**config.mk**
```make
export PLATFORM = sky130hd
export DESIGN_NAME = decimator_mc_flat
export DESIGN_NICKNAME = d
export VERILOG_FILES = /design/src/rtl/decimator_pkg.sv /design/src/rtl/decimator_if.sv /design/src/rtl/decim_acc_lane.sv /design/src/rtl/decimator_mc.sv /design/src/flat_wrapper.sv
export SDC_FILE = /design/constraint.sdc
export NUM_CORES = 1
export LEC_CHECK = 0
export ABC_CLOCK_PERIOD_IN_PS = 3300
export CAP_MARGIN = 25
export CORE_ASPECT_RATIO = 1.25
export CORE_MARGIN = 2
export CORE_UTILIZATION = 30
export DETAILED_ROUTE_END_ITERATION = 8
export SYNTH_ARGS = -nofsm -noshare
export SYNTH_HDL_FRONTEND = slang
export SYNTH_SLANG_ARGS = --single-unit
```
**constraint.sdc**
```tcl
create_clock -name clk_i -period 3.3 [get_ports clk_i]
set_clock_uncertainty 0.05 [all_clocks]
set_input_delay 0.33 -clock clk_i [delete_from_list [all_inputs] [get_ports clk_i]]
set_output_delay 0.33 -clock clk_i [all_outputs]
set_load 0.02 [all_outputs]
```
**src/rtl/decimator_pkg.sv**
```systemverilog
`default_nettype none
// ============================================================================
// Module   : decimator_pkg
// Purpose  : Shared constants and helpers for the multi-channel decimator.
//            - MODE_PICK / MODE_ACC : run-time output mode encoding
//            - acc_bw()             : accumulator width for a lane
//            - sat_to_bw()          : clamp a wide signed value to a narrower
//                                     two's-complement range (used only when
//                                     DECIMATOR_SAT_EN is defined)
// Revision : 1.0 - initial release
// ============================================================================
package decimator_pkg;

  localparam logic MODE_PICK = 1'b0;
  localparam logic MODE_ACC  = 1'b1;

  // A group of up to 2^FACTOR_BW-1 samples can never carry out of this width.
  function automatic int acc_bw(input int data_bw, input int factor_bw);
    return data_bw + factor_bw;
  endfunction

  // Clamp val to [-2^(bw-1), 2^(bw-1)-1]; result stays 64-bit, caller narrows.
  function automatic logic signed [63:0] sat_to_bw(input logic signed [63:0] val,
                                                   input int                 bw);
    logic signed [63:0] hi;
    logic signed [63:0] lo;
    hi = (64'sd1 <<< (bw - 1)) - 64'sd1;
    lo = -hi - 64'sd1;
    if (val > hi) begin
      return hi;
    end
    if (val < lo) begin
      return lo;
    end
    return val;
  endfunction

endpackage
`default_nettype wire

```
**src/rtl/decimator_if.sv**
```systemverilog
`default_nettype none
// ============================================================================
// Module   : decimator_if
// Purpose  : Sample stream bundle for decimator_mc.
// Signals  : data_i  [NUM_CH*DATA_BW] input samples, channel k at k*DATA_BW
//            valid_i                  input sample strobe (no backpressure)
//            data_o  [NUM_CH*DATA_BW] decimated samples
//            valid_o                  output valid
//            ready_i                  downstream accept
// Modports : master - stream source / sink side (drives data_i, valid_i,
//                     ready_i)
//            slave  - decimator side
// Revision : 1.0 - initial release
// ============================================================================
interface decimator_if #(
  parameter int DATA_BW = 8,
  parameter int NUM_CH  = 2
);

  logic [NUM_CH*DATA_BW-1:0] data_i;
  logic                      valid_i;
  logic [NUM_CH*DATA_BW-1:0] data_o;
  logic                      valid_o;
  logic                      ready_i;

  modport master (
    output data_i,
    output valid_i,
    output ready_i,
    input  data_o,
    input  valid_o
  );

  modport slave (
    input  data_i,
    input  valid_i,
    input  ready_i,
    output data_o,
    output valid_o
  );

endinterface
`default_nettype wire

```
**src/rtl/decim_acc_lane.sv**
```systemverilog
`default_nettype none
// ============================================================================
// Module   : decim_acc_lane
// Purpose  : One channel of boxcar accumulation. Keeps the running group sum,
//            and presents (sum + current sample) >>> shift, narrowed to
//            DATA_BW, as a combinational result for the top level to latch
//            on the group's last beat.
//            Narrowing: DECIMATOR_SAT_EN defined   -> saturate
//                       DECIMATOR_SAT_EN undefined -> truncate (wraps)
// Ports    : clk_i, rst_i  clock, asynchronous active-high reset
//            clr_i         synchronous clear of the accumulator
//            valid_i       sample beat
//            first_i       beat is the first of a group (cnt == 0)
//            last_i        beat is the last of a group (cnt == D-1)
//            shift_i       arithmetic right shift of the group sum
//            data_i        signed input sample
//            result_o      shifted, narrowed group result
// Revision : 1.0 - initial release
// ============================================================================
module decim_acc_lane
  import decimator_pkg::*;
#(
  parameter int DATA_BW   = 8,
  parameter int FACTOR_BW = 8,
  parameter int SHIFT_BW  = 4
) (
  input  logic                      clk_i,
  input  logic                      rst_i,
  input  logic                      clr_i,
  input  logic                      valid_i,
  input  logic                      first_i,
  input  logic                      last_i,
  input  logic [SHIFT_BW-1:0]       shift_i,
  input  logic signed [DATA_BW-1:0] data_i,
  output logic signed [DATA_BW-1:0] result_o
);

  localparam int ACC_BW = acc_bw(DATA_BW, FACTOR_BW);

  logic signed [ACC_BW-1:0] acc_q;
  logic signed [ACC_BW-1:0] acc_d;
  logic signed [ACC_BW-1:0] w_data_ext;
  logic signed [ACC_BW-1:0] w_sum;
  logic signed [ACC_BW-1:0] w_shifted;

  assign w_data_ext = ACC_BW'(data_i);
  // First beat restarts the sum, so a stale accumulator never leaks in.
  assign w_sum      = first_i ? w_data_ext : (acc_q + w_data_ext);
  assign w_shifted  = w_sum >>> shift_i;

`ifdef DECIMATOR_SAT_EN
  assign result_o = DATA_BW'(sat_to_bw(64'(w_shifted), DATA_BW));
`else
  assign result_o = DATA_BW'(w_shifted);
`endif

  // The closing beat's sum is consumed directly; the next beat is a first
  // beat, so the register need not capture it.
  always_comb begin
    acc_d = acc_q;
    if (clr_i) begin
      acc_d = '0;
    end else if (valid_i && !last_i) begin
      acc_d = w_sum;
    end
  end

  always_ff @(posedge clk_i or posedge rst_i) begin
    if (rst_i) begin
      acc_q <= '0;
    end else begin
      acc_q <= acc_d;
    end
  end

endmodule
`default_nettype wire

```
**src/rtl/decimator_mc.sv**
```systemverilog
`default_nettype none
// ============================================================================
// Module   : decimator_mc
// Purpose  : NUM_CH lock-step channel decimator with run-time factor D.
//            Pick mode outputs the first sample of each group of D valid
//            beats; accumulate mode outputs the shifted boxcar sum of the
//            group. Registered output with valid/ready handshake; results
//            that complete while the output is stalled are dropped and
//            flagged on the sticky overflow_o.
//            Optional macro DECIMATOR_SAT_EN: saturate the accumulate result
//            instead of wrapping it.
// Ports    : clk_i       clock, rising edge
//            rst_i       asynchronous active-high reset
//            en_i        0: load config shadow, clear phase/acc/valid/flag
//            decim_i     decimation factor (0 and 1 both mean 1)
//            mode_i      MODE_PICK / MODE_ACC
//            shift_i     arithmetic right shift for accumulate mode
//            bus         decimator_if.slave sample stream in/out
//            overflow_o  sticky dropped-result flag
// Revision : 1.0 - initial release
// ============================================================================
module decimator_mc
  import decimator_pkg::*;
#(
  parameter int DATA_BW   = 8,
  parameter int NUM_CH    = 2,
  parameter int FACTOR_BW = 8,
  parameter int SHIFT_BW  = 4
) (
  input  logic                 clk_i,
  input  logic                 rst_i,
  input  logic                 en_i,
  input  logic [FACTOR_BW-1:0] decim_i,
  input  logic                 mode_i,
  input  logic [SHIFT_BW-1:0]  shift_i,
  decimator_if.slave           bus,
  output logic                 overflow_o
);

  // Config shadow
  logic [FACTOR_BW-1:0]      decim_q, decim_d;
  logic                      mode_q, mode_d;
  logic [SHIFT_BW-1:0]       shift_q, shift_d;
  // Phase and output state
  logic [FACTOR_BW-1:0]      cnt_q, cnt_d;
  logic                      valid_q, valid_d;
  logic                      ovf_q, ovf_d;
  logic [NUM_CH*DATA_BW-1:0] data_q, data_d;

  logic [FACTOR_BW-1:0]      w_last_cnt;
  logic                      w_beat;
  logic                      w_first;
  logic                      w_last;
  logic                      w_done;
  logic                      w_accept;
  logic [NUM_CH*DATA_BW-1:0] w_result;

  assign w_beat     = en_i & bus.valid_i;
  // decim 0 is treated as 1, so its last phase is also 0.
  assign w_last_cnt = (decim_q == '0) ? '0 : (decim_q - FACTOR_BW'(1));
  assign w_first    = (cnt_q == '0);
  assign w_last     = (cnt_q == w_last_cnt);
  assign w_done     = w_beat & ((mode_q == MODE_PICK) ? w_first : w_last);
  assign w_accept   = valid_q & bus.ready_i;

  for (genvar k = 0; k < NUM_CH; k++) begin : g_lane
    logic signed [DATA_BW-1:0] w_lane_res;

    decim_acc_lane #(
      .DATA_BW   (DATA_BW),
      .FACTOR_BW (FACTOR_BW),
      .SHIFT_BW  (SHIFT_BW)
    ) u_lane (
      .clk_i    (clk_i),
      .rst_i    (rst_i),
      .clr_i    (~en_i),
      .valid_i  (w_beat),
      .first_i  (w_first),
      .last_i   (w_last),
      .shift_i  (shift_q),
      .data_i   (bus.data_i[k*DATA_BW +: DATA_BW]),
      .result_o (w_lane_res)
    );

    assign w_result[k*DATA_BW +: DATA_BW] = (mode_q == MODE_PICK)
                                            ? bus.data_i[k*DATA_BW +: DATA_BW]
                                            : w_lane_res;
  end

  always_comb begin
    decim_d = decim_q;
    mode_d  = mode_q;
    shift_d = shift_q;
    cnt_d   = cnt_q;
    valid_d = valid_q;
    ovf_d   = ovf_q;
    data_d  = data_q;
    if (!en_i) begin
      decim_d = decim_i;
      mode_d  = mode_i;
      shift_d = shift_i;
      cnt_d   = '0;
      valid_d = 1'b0;
      ovf_d   = 1'b0;
    end else begin
      if (w_beat) begin
        cnt_d = w_last ? '0 : (cnt_q + FACTOR_BW'(1));
      end
      if (w_accept) begin
        valid_d = 1'b0;
      end
      // A held, unaccepted result wins over the new one; a result that
      // lands on the accepting edge replaces it without a gap.
      if (w_done) begin
        if (valid_q && !bus.ready_i) begin
          ovf_d = 1'b1;
        end else begin
          data_d  = w_result;
          valid_d = 1'b1;
        end
      end
    end
  end

  always_ff @(posedge clk_i or posedge rst_i) begin
    if (rst_i) begin
      decim_q <= FACTOR_BW'(1);
      mode_q  <= MODE_PICK;
      shift_q <= '0;
      cnt_q   <= '0;
      valid_q <= 1'b0;
      ovf_q   <= 1'b0;
      data_q  <= '0;
    end else begin
      decim_q <= decim_d;
      mode_q  <= mode_d;
      shift_q <= shift_d;
      cnt_q   <= cnt_d;
      valid_q <= valid_d;
      ovf_q   <= ovf_d;
      data_q  <= data_d;
    end
  end

  assign bus.data_o  = data_q;
  assign bus.valid_o = valid_q;
  assign overflow_o  = ovf_q;

endmodule
`default_nettype wire

```
**src/flat_wrapper.sv**
```systemverilog
// flat-port wrapper written by rule: the top's interface ports become plain ports
module decimator_mc_flat import decimator_pkg::*;
#(
  parameter int DATA_BW   = 8,
  parameter int NUM_CH    = 2,
  parameter int FACTOR_BW = 8,
  parameter int SHIFT_BW  = 4
)
  (clk_i, rst_i, en_i, decim_i, mode_i, shift_i, overflow_o, bus_data_i, bus_valid_i, bus_ready_i, bus_data_o, bus_valid_o);
  decimator_if #(.DATA_BW(DATA_BW), .NUM_CH(NUM_CH)) bus_i ();
  input  logic clk_i;
  input  logic rst_i;
  input  logic en_i;
  input  logic [FACTOR_BW-1:0] decim_i;
  input  logic mode_i;
  input  logic [SHIFT_BW-1:0] shift_i;
  output logic overflow_o;
  input wire logic [$bits(bus_i.data_i)-1:0] bus_data_i;
  input wire logic [$bits(bus_i.valid_i)-1:0] bus_valid_i;
  input wire logic [$bits(bus_i.ready_i)-1:0] bus_ready_i;
  output wire logic [$bits(bus_i.data_o)-1:0] bus_data_o;
  output wire logic [$bits(bus_i.valid_o)-1:0] bus_valid_o;
  assign bus_i.data_i = bus_data_i;
  assign bus_i.valid_i = bus_valid_i;
  assign bus_i.ready_i = bus_ready_i;
  assign bus_data_o = bus_i.data_o;
  assign bus_valid_o = bus_i.valid_o;
  decimator_mc #(.DATA_BW(DATA_BW), .NUM_CH(NUM_CH), .FACTOR_BW(FACTOR_BW), .SHIFT_BW(SHIFT_BW)) u_core (.clk_i(clk_i), .rst_i(rst_i), .en_i(en_i), .decim_i(decim_i), .mode_i(mode_i), .shift_i(shift_i), .bus(bus_i), .overflow_o(overflow_o));
endmodule
```
# Word level (Yosys, flattened, before mapping)
# Cells that the tools add are included.
# Widths: inputs -> output; s select.
# word_totals
reg_bits	71
in_bits	34
output_inout_bits	18
wordCells	52
# op_classes
add_sub_neg	4
eq_ne	5
n_shift	2
mux	20
bitwise	4
n_reduce_logical	8
# op_table
op	count
$mux 16	6
$mux 8	6
$add 16x8->16	2
$sshr 16x4->8	2
$logic_not 8->1	2
$add 8x1->8 const B	1
$eq 8x8->1	1
$mux 1	8
$ne 2x1->1 const B	4
$sub 8x1->8 const B	1
$and 1x1->1	3
$reduce_and 3->1	1
$logic_and 1x1->1	2
$logic_not 1->1	2
$reduce_and 2->1	1
$not 1->1	1

# Longest topological paths before layout
# depth
word_depth	7
mapped_depth	14
mapped_depth_nobuf	11

# Hierarchy
# From an unflattened synthesis, not the netlist that was laid out.
# hier_totals
cells_unflattened	833
hier_area_um2	6961.7
# by_module_without_submodules
module	instances	cells_per_inst	area_per_inst_um2
decim_acc_lane (u_core.g_lane[0].u_lane)	1	301	2331.0
decim_acc_lane (u_core.g_lane[1].u_lane)	1	307	2321.0
decimator_mc	1	225	2309.7

# Least setup slack after synthesis
# Ideal clock, no wire load.
# synth_timing
path_kind	reg-to-reg
start	register u_core.g_lane[0].u_lane.acc_q[0]
end	register u_core.data_q[4], in the netlist u_core.bus.data_o[4]
setup_time_ps	126
arrival_time_ps	2925
required_time_ps	3124
setup_slack_ps	199
stages_incl_launch_ff	12
n_path_buf	0
cell_sequence	dfrtp_1 ha_1 fa_1 a21o_1 a311o_1 a21oi_1 o21ai_0 xor2_1 a211o_1 a32o_1 a21oi_1 a21oi_1
# synth_between
elab_chain_len	4
# synth_lines
item	line_no	source
start: declaration	decim_acc_lane.sv:40	logic signed [ACC_BW-1:0] acc_q;
start signal: assignment	decim_acc_lane.sv:70	acc_q <= '0;
start signal: assignment	decim_acc_lane.sv:72	acc_q <= acc_d;
$add 16x8->16	decim_acc_lane.sv:48	assign w_sum = first_i ? w_data_ext : (acc_q + w_data_ext);
$mux 16	decim_acc_lane.sv:48	
$sshr 16x4->8	decim_acc_lane.sv:49	assign w_shifted = w_sum >>> shift_i;
$mux 8	decimator_mc.sv:86	? bus.data_i[k*DATA_BW +: DATA_BW]
end signal: assignment	decimator_mc.sv:141	data_q <= data_d;
end: declaration	decimator_mc.sv:48	logic [NUM_CH*DATA_BW-1:0] data_q, data_d;
# Every way passes these cells.
# A chain may end at the register's enable or synchronous reset.

# Worst setup path in the final report
# layout_timing
start	input port bus_data_i[15]
end	register u_core.data_q[11], in the netlist u_core.bus.data_o[11]
# layout_between
elab_chain_len	4
# layout_lines
item	line_no	source
start: declaration	flat_wrapper.sv:18	input wire logic [$bits(bus_i.data_i)-1:0] bus_data_i;
$add 16x8->16	decim_acc_lane.sv:48	
$mux 16 (*)	decim_acc_lane.sv:48	
$sshr 16x4->8 (*)	decim_acc_lane.sv:49	
$mux 8 (*)	decimator_mc.sv:86	
# Every way passes the cells marked *; elsewhere a longest branch is shown, timed or not.

==> flow_metrics.tcl <==
set metrics [dict create \
    status "completed" \
    syn_area_um2 6930 \
    port_buffers 51 \
    p_per_area_nw_per_um2 456 \
    place_congestion 0.946 \
    top_level_ports 52 \
    synth_async_sr_flop_share_pct 100 \
    yosysMostFrequentCell "o21ai_0" \
    worstSetupStartpoint "bus_data_i[15]" \
    detailedPlace.worstSlack_ps -548 \
    drc 0 \
    grt_pass1_vias 7840 \
    cts_buffers 9 \
    synthTopCellsByCount "o21ai_0 (80), nand2_1 (74), nor2_1 (73)" \
    dieWidth_um 140 \
    dpl.hpwl_um 19700 \
    via_count 7896 \
    diodes 0 \
    grt_max_degree 72 \
    synth_ff_type "dfrtp_1" \
    fin_ws_ps 23.9 \
    cp_max_fo 9 \
    clk_transition_reported_paths_ps 70 \
    timing.rr.start "u_core.g_lane[1].u_lane.acc_q[0]$_DFFE_PP0P_" \
    slowest_delay_ps 450 \
    coreArea_um2 22800 \
    worstPathCellList "clkdlybuf4s50_1 -> buf_4 -> ha_1 -> a211oi_1 -> o21ai_0 -> or3_1 -> a31oi_1 -> mux2i_1 -> o21ai_1 -> mux4_2 -> o21ai_2" \
    synthesis.nets 950 \
    ys_ff_latch 71 \
    grt_usage_pct 21.0 \
    wl_per_cell_um 18.7 \
    yosys_warnings 0 \
    antenna_found_initial 0 \
    critPathCaptureType "flip-flop" \
    root_buffer "clkbuf_16" \
    htree_levels 3 \
    crit_slowest_cell "a211oi_1" \
    rsz0062_at_grt "yes" \
    tightest_slew_ps 607 \
    min-delay-start "en_i" \
    drive_gt1_share_pct 29.0 \
    area_delta_synth_final_pct 40.7 \
    cp_data_required_time_ps 3480 \
    grt-ovfl-total 0 \
    drt_iter0_drc 730 \
    grt_pass1_wl_um 41100 \
    max_cap_viol_count 0 \
    setup_viol 0 \
    clk_path_buf_depth 2 \
    clock_sinks 71 \
    synth_top_area_share_pct 25.3 \
    crit_arrival_ps 3460 \
    max_slew_margin_pct 59.5 \
    clk_latency_ps 350 \
    routed_wl_um 25900 \
    yosysSeqAreaShare_pct 25.6 \
    hp-class "primary input to flip-flop" \
    ant_nets 0 \
    total_power_mw 4.45 \
    period_share_pct 99.3 \
    cp-start-kind "primary input" \
    syn_inst 881 \
    p_leak_nw 4.28 \
    initial_utilization_pct 30.4 \
    drt-vias-per-instance 5.70 \
    yosysUniqueCellTypes 80 \
    fp-row-count 62 \
    final_max_slew_viol_count 0 \
    clock.fmax_mhz 305 \
    cts_hold_buf 0 \
    avgSynthCellArea_um2 7.87 \
    synth.largest_area_cell "dfrtp_1" \
    first_pass_iters 5 \
    die_y_um 174 \
    hold_violations 0 \
    path_class "primary input to flip-flop" \
    vdd_drop_max_mv 0.206 \
    fin_crit_ps 3280 \
    synth-edff-count 0 \
    cts_tree "done" \
    die_area_um2 24400 \
    synth_top_cells_by_area "dfrtp_1 (25%), ha_1 (6.0%), o21ai_0 (5.8%)" \
    nNetsFinal 1161 \
]
worst max-delay path, delay by kind of cell:
kind,cells,cell delay (ps)
AO/OA/AOI/OAI,5,1280
buffers and inverters,2,580
multiplexers,2,450
AND/OR/NAND/NOR,1,450
adder cells (fa/ha/maj),1,350
through the flow:
stage | cells | cell area [um2] | utilization, % | TNS (ps) | hold WS [ps]
global placement | 1364 | 9140 | 40.1 | -5960 | 426
detailed placement | 1364 | 9140 | 40.1 | -7060 | 446
finish | 1385 | 9760 | 42.8 | 0 | 278
floorplan | 881 | 6930 | - | 0 | 429
global route | 1385 | 9760 | 42.8 | -239 | 287
CTS | 1380 | 9470 | 41.5 | 0 | 266
cell type report:
class | count | area [um2]
Fill cell | 2347 | 13000
Multi-Input combinational cell | 718 | 5080
Timing Repair Buffer | 265 | 2150
Sequential cell | 71 | 1780
Tap cell | 288 | 360
Clock buffer | 9 | 225
Inverter | 27 | 101
Clock inverter | 7 | 61.3
per-layer routing:
layer / share of wire (%) / vias to the layer above / track usage [%] / wire length, um
li1: - / 3795 / - / -
met1: 40 / 3769 / 24.9 / 10300
met2: 51 / 245 / 37.1 / 13300
met3: 3.9 / 87 / 2.31 / 1020
met4: 5.0 / 0 / 11.3 / 1310
met5: 0 / - / 0 / 0
placed cells by master, fill, tap and decap left out, types with 5 or more instances in the layout:
cell type and instances:
mux2i_1 11, dfrtp_1 70, ha_1 30, a21o_1 14, o31ai_1 18, nand2_1 74, and2_1 9, a221oi_1 5
nand3_1 53, a211o_1 11, nor3_1 16, a21boi_0 5, a31oi_1 11, nor4_1 6, o22ai_1 6, inv_1 25
buf_4 210, clkbuf_16 9, mux2_2 14, nor2b_1 5, a211oi_1 16, o31a_1 5, o21ai_1 13, xor2_1 6
xnor2_1 13, a21oi_2 7, or3_1 13, nor2_1 70, nand4_1 9, clkdlybuf4s50_1 47, o21ai_0 71, mux4_2 6
and3_1 16, o211ai_1 10, a21oi_1 54
worst paths after layout:
| kind | endpoint | slack [ps] | depth (start not counted) |
|---|---|---|---|
| worst max-delay path | u_core.bus.data_o[11]$_DFFE_PP0P_ | 20 | 11 |
| worst min-delay path | u_core.overflow_o$_DFFE_PP0P_ | 280 | 3 |
| worst max register to register | u_core.bus.data_o[14]$_DFFE_PP0P_ | 50 | 12 |
| worst min register to register | u_core.overflow_o$_DFFE_PP0P_ | 450 | 2 |
| max in group asynchronous | u_core.g_lane[1].u_lane.acc_q[2]$_DFFE_PP0P_ | 2530 | 3 |
| min in group asynchronous | u_core.shift_q[2]$_DFFE_PP0N_ | 330 | 3 |
flip-flops by register name (all words and copies together), names as in the netlist:
signal,flops
u_core.bus.data_o,16
u_core.bus.valid_o,1
u_core.cnt_q,8
u_core.decim_q,8
u_core.g_lane.u_lane.acc_q,32
u_core.mode_q,1
u_core.overflow_o,1
u_core.shift_q,4
kinds of logic after synthesis:
family / count (synthesis) / share of synthesized area [%]
buffers and inverters: 92 / 5.29
adders and majority gates: 35 / 6.53
DFF: 71 / 25.6
muxes: 33 / 6.13
xor gates and xnor gates: 23 / 3.01
and+or+nand+nor: 301 / 21.6
AOI/OAI and AO/OA: 326 / 31.8
report_power, final:
part / switching, mW / internal, mW / leakage [nW]
registers: 0.112 / 0.995 / 0.903
clock network: 0.456 / 0.524 / 0.135
logic: 1.25 / 1.12 / 3.24
total: 1.82 / 2.64 / 4.28
what timing repair did:
action | CTS | global route
gates resized for setup | 14 | 58
pin swaps | 9 | 38
setup endpoints to repair | 13 | 16
hold endpoints to repair | 0 | 0
buffers inserted | 0 | 6
Power figures use the tool's default switching activity.
